**src/rtl/l2cache_control.sv**
```systemverilog
// ---------------------------------------------------------------------------
// l2cache_control
//
// Control FSM for the 2-way set-associative L2 cache. Sequences L1 requests
// through tag check, dirty-victim writeback and line fill, and is the only
// driver of the tag/valid/dirty/LRU/data array strobes and of the pmem
// request lines. All outputs are decoded combinationally from the state
// register and the current inputs.
//
// Optional feature macro: L2_PERF_COUNTERS_EN adds saturating hit/miss
// counters (hit_count, miss_count). Without it those ports do not exist and
// the FSM is unchanged.
//
// Ports:
//   clk, rst_n          clock (rising edge), asynchronous active-low reset
//   mem_read, mem_write L1 request, held until mem_resp (both high = write)
//   mem_resp            one-cycle completion pulse to L1
//   hit, hit_way        combinational tag compare result from the datapath
//   lru_way             LRU array output, i.e. the victim way
//   victim_dirty        dirty bit of lru_way in the indexed set
//   pmem_read/write     line read/write request to memory
//   pmem_resp           memory completion pulse
//   tag_load, valid_load, dirty_load, dirty_in, lru_load, lru_in,
//   data_we, data_sel, addr_sel   array and datapath controls
//   hit_count, miss_count         perf counters (L2_PERF_COUNTERS_EN only)
//   state_dbg           current FSM state, for observation only
//
// Handshakes: an L1 request (mem_read/mem_write) is "valid" and stays high
// until the cycle mem_resp pulses, which acts as the one-cycle "ready"; the
// transfer completes in that cycle and L1 drops the request on the next edge.
// A pmem request (pmem_read/pmem_write) is held high up to and including the
// cycle in which pmem_resp is sampled; pmem_resp completes it in that cycle.
// ---------------------------------------------------------------------------
module l2cache_control #(
    parameter int s_index = 3,
    parameter int CNT_W   = 32
) (
    input  logic             clk,
    input  logic             rst_n,
    input  logic             mem_read,
    input  logic             mem_write,
    output logic             mem_resp,
    input  logic             hit,
    input  logic             hit_way,
    input  logic             lru_way,
    input  logic             victim_dirty,
    output logic             pmem_read,
    output logic             pmem_write,
    input  logic             pmem_resp,
    output logic [1:0]       tag_load,
    output logic [1:0]       valid_load,
    output logic [1:0]       dirty_load,
    output logic             dirty_in,
    output logic             lru_load,
    output logic             lru_in,
    output logic [1:0]       data_we,
    output logic             data_sel,
    output logic             addr_sel,
`ifdef L2_PERF_COUNTERS_EN
    output logic [CNT_W-1:0] hit_count,
    output logic [CNT_W-1:0] miss_count,
`endif
    output logic [1:0]       state_dbg
);

    // The set index itself never passes through this block; the parameter
    // exists so the controller is configured alongside the arrays it drives.
    if (s_index < 1) begin : g_bad_index
        $error("l2cache_control: s_index must be at least 1");
    end
    if (CNT_W < 1) begin : g_bad_cnt
        $error("l2cache_control: CNT_W must be at least 1");
    end

    typedef enum logic [1:0] {
        IDLE      = 2'd0,
        CHECK     = 2'd1,
        WRITEBACK = 2'd2,
        FILL      = 2'd3
    } state_t;

    state_t state, state_n;
    logic   filled;
    logic   req;
    logic   hit_oh_sel;

    assign req       = mem_read | mem_write;
    assign state_dbg = state;

    // ---------------- state register ----------------
    always_ff @(posedge clk or negedge rst_n) begin
        if (!rst_n) begin
            state <= IDLE;
        end else begin
            state <= state_n;
        end
    end

    // ---------------- next state / outputs ----------------
    always_comb begin
        state_n    = state;
        mem_resp   = 1'b0;
        pmem_read  = 1'b0;
        pmem_write = 1'b0;
        tag_load   = 2'b00;
        valid_load = 2'b00;
        dirty_load = 2'b00;
        dirty_in   = 1'b0;
        lru_load   = 1'b0;
        lru_in     = 1'b0;
        data_we    = 2'b00;
        data_sel   = 1'b0;
        addr_sel   = 1'b0;
        hit_oh_sel = hit_way;

        case (state)
            IDLE: begin
                if (req) begin
                    state_n = CHECK;
                end
            end

            CHECK: begin
                if (!req) begin
                    // Request withdrawn (e.g. during a miss): finish silently.
                    state_n = IDLE;
                end else if (hit) begin
                    mem_resp = 1'b1;
                    lru_load = 1'b1;
                    lru_in   = ~hit_way;
                    // Write wins when both request lines are high.
                    if (mem_write) begin
                        data_we    = hit_oh_sel ? 2'b10 : 2'b01;
                        dirty_load = hit_oh_sel ? 2'b10 : 2'b01;
                        dirty_in   = 1'b1;
                        data_sel   = 1'b0;
                    end
                    state_n = IDLE;
                end else begin
                    state_n = victim_dirty ? WRITEBACK : FILL;
                end
            end

            WRITEBACK: begin
                pmem_write = 1'b1;
                addr_sel   = 1'b1;
                if (pmem_resp) begin
                    state_n = FILL;
                end
            end

            FILL: begin
                pmem_read = 1'b1;
                addr_sel  = 1'b0;
                if (pmem_resp) begin
                    // The returning line lands in the victim way in the
                    // same cycle the response is seen; it is installed clean.
                    data_we    = lru_way ? 2'b10 : 2'b01;
                    tag_load   = lru_way ? 2'b10 : 2'b01;
                    valid_load = lru_way ? 2'b10 : 2'b01;
                    dirty_load = lru_way ? 2'b10 : 2'b01;
                    dirty_in   = 1'b0;
                    data_sel   = 1'b1;
                    state_n    = CHECK;
                end
            end

            default: begin
                state_n = IDLE;
            end
        endcase
    end

    // ---------------- filled flag ----------------
    // Marks that the current CHECK is the re-check after a fill, so the
    // resulting hit is not counted as a genuine hit.
    always_ff @(posedge clk or negedge rst_n) begin
        if (!rst_n) begin
            filled <= 1'b0;
        end else if (state_n == IDLE) begin
            filled <= 1'b0;
        end else if (state == FILL && pmem_resp) begin
            filled <= 1'b1;
        end
    end

`ifdef L2_PERF_COUNTERS_EN
    // ---------------- performance counters ----------------
    logic hit_inc;
    logic miss_inc;

    assign hit_inc  = (state == CHECK) && req && hit && !filled;
    assign miss_inc = (state == CHECK) && req && !hit;

    always_ff @(posedge clk or negedge rst_n) begin
        if (!rst_n) begin
            hit_count  <= '0;
            miss_count <= '0;
        end else begin
            if (hit_inc && (hit_count != {CNT_W{1'b1}})) begin
                hit_count <= hit_count + 1'b1;
            end
            if (miss_inc && (miss_count != {CNT_W{1'b1}})) begin
                miss_count <= miss_count + 1'b1;
            end
        end
    end
`else
    // filled only feeds the counters; keep it observed in the lean build.
    logic filled_unused;
    assign filled_unused = filled;
`endif

endmodule

```
**config.mk**
```make
export PLATFORM = sky130hd
export DESIGN_NAME = l2cache_control
export DESIGN_NICKNAME = d
export VERILOG_FILES = /design/src/rtl/l2cache_control.sv
export SDC_FILE = /design/constraint.sdc
export NUM_CORES = 1
export LEC_CHECK = 0
export CAP_MARGIN = 20
export CORE_AREA = 2 2 39 41
export DETAILED_ROUTE_END_ITERATION = 10
export DIE_AREA = 0 0 41 43
export PLACE_DENSITY = 0.58
export SETUP_SLACK_MARGIN = 0.4
export SLEW_MARGIN = 10
export SYNTH_ARGS = -nofsm -noshare
export SYNTH_HDL_FRONTEND = slang
export SYNTH_SLANG_ARGS = --single-unit
```
**constraint.sdc**
```tcl
create_clock -name clk -period 2.2 [get_ports clk]
set_clock_uncertainty 0.15 [all_clocks]
set_input_delay 0.22 -clock clk [delete_from_list [all_inputs] [get_ports clk]]
set_output_delay 0.22 -clock clk [all_outputs]
set_load 0.01 [all_outputs]
```
==> out/qor.json, run 1 <==
{
  "run_status": {
    "result_of_the_run": "finished clean"
  },
  "timing": {
    "fin_crit_sh_pct": 79.86,
    "rsz0062_at_grt": "yes",
    "finalSetupTns_ns": 0,
    "period_minus_slack_ns": 1.757,
    "tightest_slew_ns": 0.3130,
    "timing.fmax_mhz": 569.2,
    "worst_slew_margin_rel_pct": 79.09,
    "finalMaxSlewViolations": 0,
    "final-setup-viol-count": 0,
    "hold_vio_cnt_final": 0,
    "worst_slack_ns": 0.4431
  },
  "placed_design": {
    "dpl.hpwl_um": 673.5,
    "place_ws_ns": 0.2190,
    "placement.cell_area_um2": 531.8,
    "port-buffer-count": 26,
    "gp_routability_congestion": 0.7749
  },
  "route": {
    "dr_total_vias": 357,
    "drt-total-wl_um": 856,
    "wl_per_cell_um": 10.70,
    "drt_first_iter_violations": 0,
    "drt_pre_antenna_iters": 1,
    "remaining_drc_errors": 0,
    "remaining_antenna_violation_count": 0,
    "avgViaCountPerCell": 4.463
  },
  "cts": {
    "cts.hold.buffers_added": 0,
    "ctsHtreeMaxLevel": 1,
    "tritoncts_num_sinks": 2,
    "path_clk_slew_ns": 0.03,
    "clockRootBuffer": "sky130_fd_sc_hd__clkbuf_4",
    "cts_tree": "built",
    "max-clock-path-buffers": 2,
    "cts_buffer_count": 3,
    "clock_latency_ns": 0.22
  },
  "critical_path": {
    "cp.required_ns": 1.83,
    "worst_r2r_endpoint": "state_dbg[1]",
    "worstReg2RegStart": "state_dbg[1]",
    "worst_setup_path_start_kind": "register",
    "worst_ep_arrival_time_ns": 1.39,
    "crit_type": "reg -> out",
    "worst_setup_path_end_kind": "output port",
    "worstRegToRegCells": 5,
    "cp_max_fo": 4,
    "crit_end": "dirty_load[1]",
    "worst-r2r-setup-slack_ns": 0.56,
    "worst_setup_path_startpoint": "state_dbg[1]"
  },
  "yosys": {
    "post_synth_arst_share_pct": 100.0,
    "syn_nets": 52,
    "synth.cells.most_frequent": "sky130_fd_sc_hd__inv_1 (7), sky130_fd_sc_hd__buf_4 (6), sky130_fd_sc_hd__ha_1 (4)",
    "post_synth_main_area_contributors": "sky130_fd_sc_hd__dfrtp_1 (17%), sky130_fd_sc_hd__ha_1 (17%), sky130_fd_sc_hd__buf_4 (15%)",
    "ys_dominant_reg_cell": "sky130_fd_sc_hd__dfrtp_1",
    "synth_most_common_cell": "sky130_fd_sc_hd__inv_1",
    "synthDistinctLibCells": 20,
    "post_synthesis_cell_type_with_the_largest_combined_area": "sky130_fd_sc_hd__dfrtp_1",
    "ys_ff_latch": 2,
    "syn_area_per_cell_um2": 7.603,
    "synth-edff-count": 0,
    "cell_area_after_synthesis_um2": 296.5,
    "yosys_warnings": 0,
    "postSynthCellCount": 39,
    "seq_area_frac_synth_pct": 16.88,
    "netlist.area_leader.share_pct": 16.88
  },
  "cells_and_area": {
    "flip_flop_count_of_the_largest_register_after_layout": 2,
    "syn2layout_area_growth_pct": 102.1,
    "diodes": 0,
    "drive_above_1_share_pct": 29.69,
    "design.final.nets": 79,
    "final_util_pct": 43.31,
    "postLayoutCellArea_um2": 599.3
  },
  "floorplanning": {
    "die_width_um": 41,
    "row_count": 14,
    "top_level_ports": 27,
    "fp.dieArea_um2": 1763,
    "floorplan.core_area_um2": 1384,
    "initial_utilization_pct": 21.43,
    "die_y_um": 43
  },
  "grt": {
    "grt_antenna_before_repair": 0,
    "grt_pass1_wl_um": 1200,
    "globalRouteOverflowTotal": 0,
    "grtUsageTotal_pct": 10.72,
    "grt_max_degree": 6,
    "vias_in_the_first_global_route": 329
  },
  "worst_hold_path": {
    "min_path_type": "in -> async"
  },
  "power": {
    "vdd.ir_drop.worst_v": 0.0002905,
    "cellLeakagePower_nw": 0.3405,
    "power.density_nw_per_um2": 939.8
  },
  "run": {
    "max_cap_violations": 0
  }
}
## layer usage
metal	part of all wire (%)	vias to the layer above	GRT usage (%)
met3	10	2	2.094
met5	0	-	0
li1	-	174	-
met4	2.5	0	12.67
met2	57	19	19.69
met1	30	162	6.709
## critical path: stages (launching register included)
cell and delay (ns):
sky130_fd_sc_hd__dfrtp_1 0.39, sky130_fd_sc_hd__buf_6 0.13, sky130_fd_sc_hd__ha_4 0.15, sky130_fd_sc_hd__and3_4 0.18
sky130_fd_sc_hd__a21o_1 0.17, sky130_fd_sc_hd__buf_2 0.14
## repair_timing
item,4_1_cts,5_1_grt
gates resized for setup,34,8
endpoints found under the hold margin,0,0
pin swaps,1,0
setup buffers,2,0
gates cloned,0,0
endpoints found under the setup margin,16,13
## final cells by class
class | count | area, um2
fillers | 151 | 784.5
repair buffers | 28 | 250.2
multi-input cells | 24 | 229.0
flip-flops and latches | 2 | 51.30
inverters | 7 | 26.28
clock buffers | 3 | 22.52
well taps | 16 | 20.02
## report_power, final
group	leakage (nW)	switching, W	internal (W)
combinational	0.303	0.000188	0.000211
clock	0.0138	0.0000190	0.0000600
sequential	0.0239	0.0000279	0.0000573
## how the worst min path moves through the flow
| stage | slack (ns) | to | startpoint | cells after the start |
|---|---|---|---|---|
| 2_1_floorplan | -0.23 | state_dbg[0] | rst_n | 0 |
| 5_1_grt | 0.02 | state_dbg[1] | rst_n | 1 |
| 4_1_cts | 0.02 | state_dbg[0] | rst_n | 1 |
| 3_5_place_dp | 0.26 | state_dbg[0] | rst_n | 1 |
| 3_3_place_gp | 0.24 | state_dbg[0] | rst_n | 1 |
| 6_report | 0.03 | state_dbg[0] | rst_n | 1 |
## cells in the final DEF, fill, tap and decap left out, drive strengths merged, types with 2 or more instances in the layout
cell           count
nor2               3
dlygate4sd2       10
ha                 4
clkdlybuf4s50     10
dfrtp              2
nand2              2
inv                7
or2                2
clkbuf             5
buf                5
## cell families (layout without fill, tap and decap cells)
group           count (synthesis)  in the layout  share of synthesized area, %
buf+inv                        13             38                         24.05
simple gates                   12             12                         20.68
compound gates                  8              8                         21.52
flops                           2              2                         16.88
fa+ha+maj                       4              4                         16.88
## through the flow
step / std cells / hold slack (ns) / power [W]
global route: 80 / 0.02459 / 0.0006202
CTS: 80 / 0.02097 / 0.0005686
global placement: 75 / 0.2392 / 0.0004390
floorplan: 39 / -0.2256 / 0.0002842
detailed placement: 75 / 0.2566 / 0.0004409
finish: 80 / 0.03023 / 0.0005633
Power figures use the tool's default switching activity.
==> run 2, diff against run 1 <==
==> constraint.sdc (replaced) <==
create_clock -name clk -period 1.7 [get_ports clk]
set_clock_uncertainty 0.15 [all_clocks]
set_input_delay 0.17 -clock clk [delete_from_list [all_inputs] [get_ports clk]]
set_output_delay 0.17 -clock clk [all_outputs]
set_load 0.01 [all_outputs]
==> out/qor.json, run 2 (synthesis gave the netlist of run 1 again) <==
{
  "timing": {
    "timing.fmax_mhz": 598.9,
    "hold_vio_cnt_final": 0,
    "finalSetupTns_ns": 0,
    "rsz0062_at_grt": "yes",
    "fin_crit_sh_pct": 98.22,
    "worst_slew_margin_rel_pct": 75.79,
    "finalMaxSlewViolations": 0,
    "period_minus_slack_ns": 1.670,
    "tightest_slew_ns": 0.3594,
    "final-setup-viol-count": 0
  },
  "route": {
    "wl_per_cell_um": 11.48,
    "dr_total_vias": 398,
    "remaining_antenna_violation_count": 0,
    "drt-total-wl_um": 1033,
    "avgViaCountPerCell": 4.422,
    "drt_pre_antenna_iters": 1,
    "drt_first_iter_violations": 0,
    "remaining_drc_errors": 0
  },
  "run": {
    "max_cap_violations": 0
  },
  "power": {
    "vdd.ir_drop.worst_v": 0.0006857,
    "power.density_nw_per_um2": 1333,
    "cellLeakagePower_nw": 0.3711
  },
  "grt": {
    "grtUsageTotal_pct": 11.65,
    "grt_max_degree": 5,
    "grt_antenna_before_repair": 0,
    "globalRouteOverflowTotal": 0,
    "vias_in_the_first_global_route": 353,
    "grt_pass1_wl_um": 1345
  },
  "critical_path": {
    "worst_setup_path_startpoint": "state_dbg[0]",
    "crit_path_top_delay_cell": "sky130_fd_sc_hd__dfrtp_2",
    "cp.required_ns": 1.38,
    "worstPathCellList": "buf_6 -> ha_4 -> nand3_4 -> inv_2 -> a21o_1 -> buf_2",
    "worst_setup_path_start_kind": "register",
    "longest_individual_stage_delay_on_the_worst_path_ns": 0.43,
    "cp_num_buf_inv": 3,
    "crit_type": "reg -> out",
    "cp_max_fo": 3,
    "worst_ep_arrival_time_ns": 1.35,
    "worstReg2RegStart": "state_dbg[1]",
    "timing.critical_path.max_delay_family": "flip-flops",
    "worst_setup_path_end_kind": "output port"
  },
  "cts": {
    "ctsHtreeMaxLevel": 1,
    "tritoncts_num_sinks": 2,
    "clockRootBuffer": "sky130_fd_sc_hd__clkbuf_4",
    "max-clock-path-buffers": 2,
    "cts_tree": "built",
    "path_clk_slew_ns": 0.03,
    "cts_buffer_count": 3,
    "clock_latency_ns": 0.22
  },
  "cells_and_area": {
    "diodes": 0,
    "mostFrequentLayoutCell": "sky130_fd_sc_hd__buf_6",
    "mostFrequentLayoutCells": "sky130_fd_sc_hd__buf_6 (13), sky130_fd_sc_hd__clkdlybuf4s50_1 (8), sky130_fd_sc_hd__buf_2 (8)",
    "syn2layout_area_growth_pct": 165.0,
    "design.final.nets": 89,
    "final_util_pct": 56.78,
    "drive_above_1_share_pct": 75.68,
    "flip_flop_count_of_the_largest_register_after_layout": 2
  },
  "run_status": {
    "result_of_the_run": "finished clean"
  },
  "placed_design": {
    "port-buffer-count": 26,
    "dpl.hpwl_um": 705.9,
    "gp_routability_congestion": 0.7021
  },
  "floorplanning": {
    "fp.dieArea_um2": 1763,
    "die_y_um": 43,
    "row_count": 14,
    "floorplan.core_area_um2": 1384,
    "top_level_ports": 27,
    "die_width_um": 41,
    "initial_utilization_pct": 21.43
  },
  "worst_hold_path": {
    "min_path_type": "in -> async"
  }
}
[run 2: cell count changes in the layout (fill, tap and decap cells not counted), sizes merged]
cell | before | now
buf | 5 | 28
dlygate4sd2 | 10 | 0
clkdlybuf4s50 | 10 | 8
clkbuf | 5 | 4
dlygate4sd3 | 0 | 1
dlymetal6s2s | 1 | 0
[run 2: timing repair]
action | 4_1_cts | 5_1_grt
resized for setup | 66 | 36
endpoints found under the hold margin | 2 | 0
setup buffers | 3 | 2
pin swaps | 7 | 4
hold buffers | 1 | 0
setup endpoints to repair | 20 | 19
[run 2: metrics by stage]
step | worst slack [ns] | instances | hold WS [ns] | power [W] | cell area (um2)
5_1_grt | -0.02612 | 90 | 0.5133 | 0.001129 | 785.8
3_5_place_dp | -0.1551 | 81 | 0.1927 | 0.0007038 | 641.9
2_1_floorplan | 0.1849 | 39 | -0.2756 | 0.0004429 | 361.6
4_1_cts | 0.01599 | 88 | 0.4882 | 0.0008684 | 694.4
3_3_place_gp | -0.1331 | 81 | 0.1890 | 0.0006996 | 641.9
6_report | 0.03031 | 90 | 0.4969 | 0.001047 | 785.8
[run 2: power by group]
group	internal, W	total [W]	switching, W
Clock	0.0000779	0.000105	0.0000268
Sequential	0.0000761	0.000113	0.0000365
Combinational	0.000464	0.000830	0.000366
[run 2: layout make-up]
cell class	count	area, um2
inverters	7	33.78
well taps	16	20.02
fillers	139	598.1
multi-input cells	24	322.8
repair buffers	38	334.1
flip-flops and latches	2	52.55
clock buffers	3	22.52
[run 2: metal layers]
layer	share of wire [%]	vias up	global-route usage, %
met1	33	181	10.29
met2	57	21	20.00
li1	-	196	-
met3	10	0	4.188
met4	0	0	8.000
met5	0	-	0
[run 2: final timing paths]
kind / endpoint / slack, ns / cells after the start
setup / recovery: dirty_load[1] / 0.03 / 6
hold / removal: state_dbg[0] / 0.50 / 2
setup reg to reg: state_dbg[1] / 0.03 / 5
hold reg to reg: state_dbg[1] / 0.56 / 2
max in group asynchronous: state_dbg[1] / 0.77 / 2
min in group clk: state_dbg[1] / 0.56 / 2
[run 2: worst reg2reg max path, delay by kind of cell (launching register included)]
kind	cells	cell delay, ns
compound gates	3	0.64
flops	1	0.43
fa+ha+maj	1	0.17
buf+inv	1	0.13
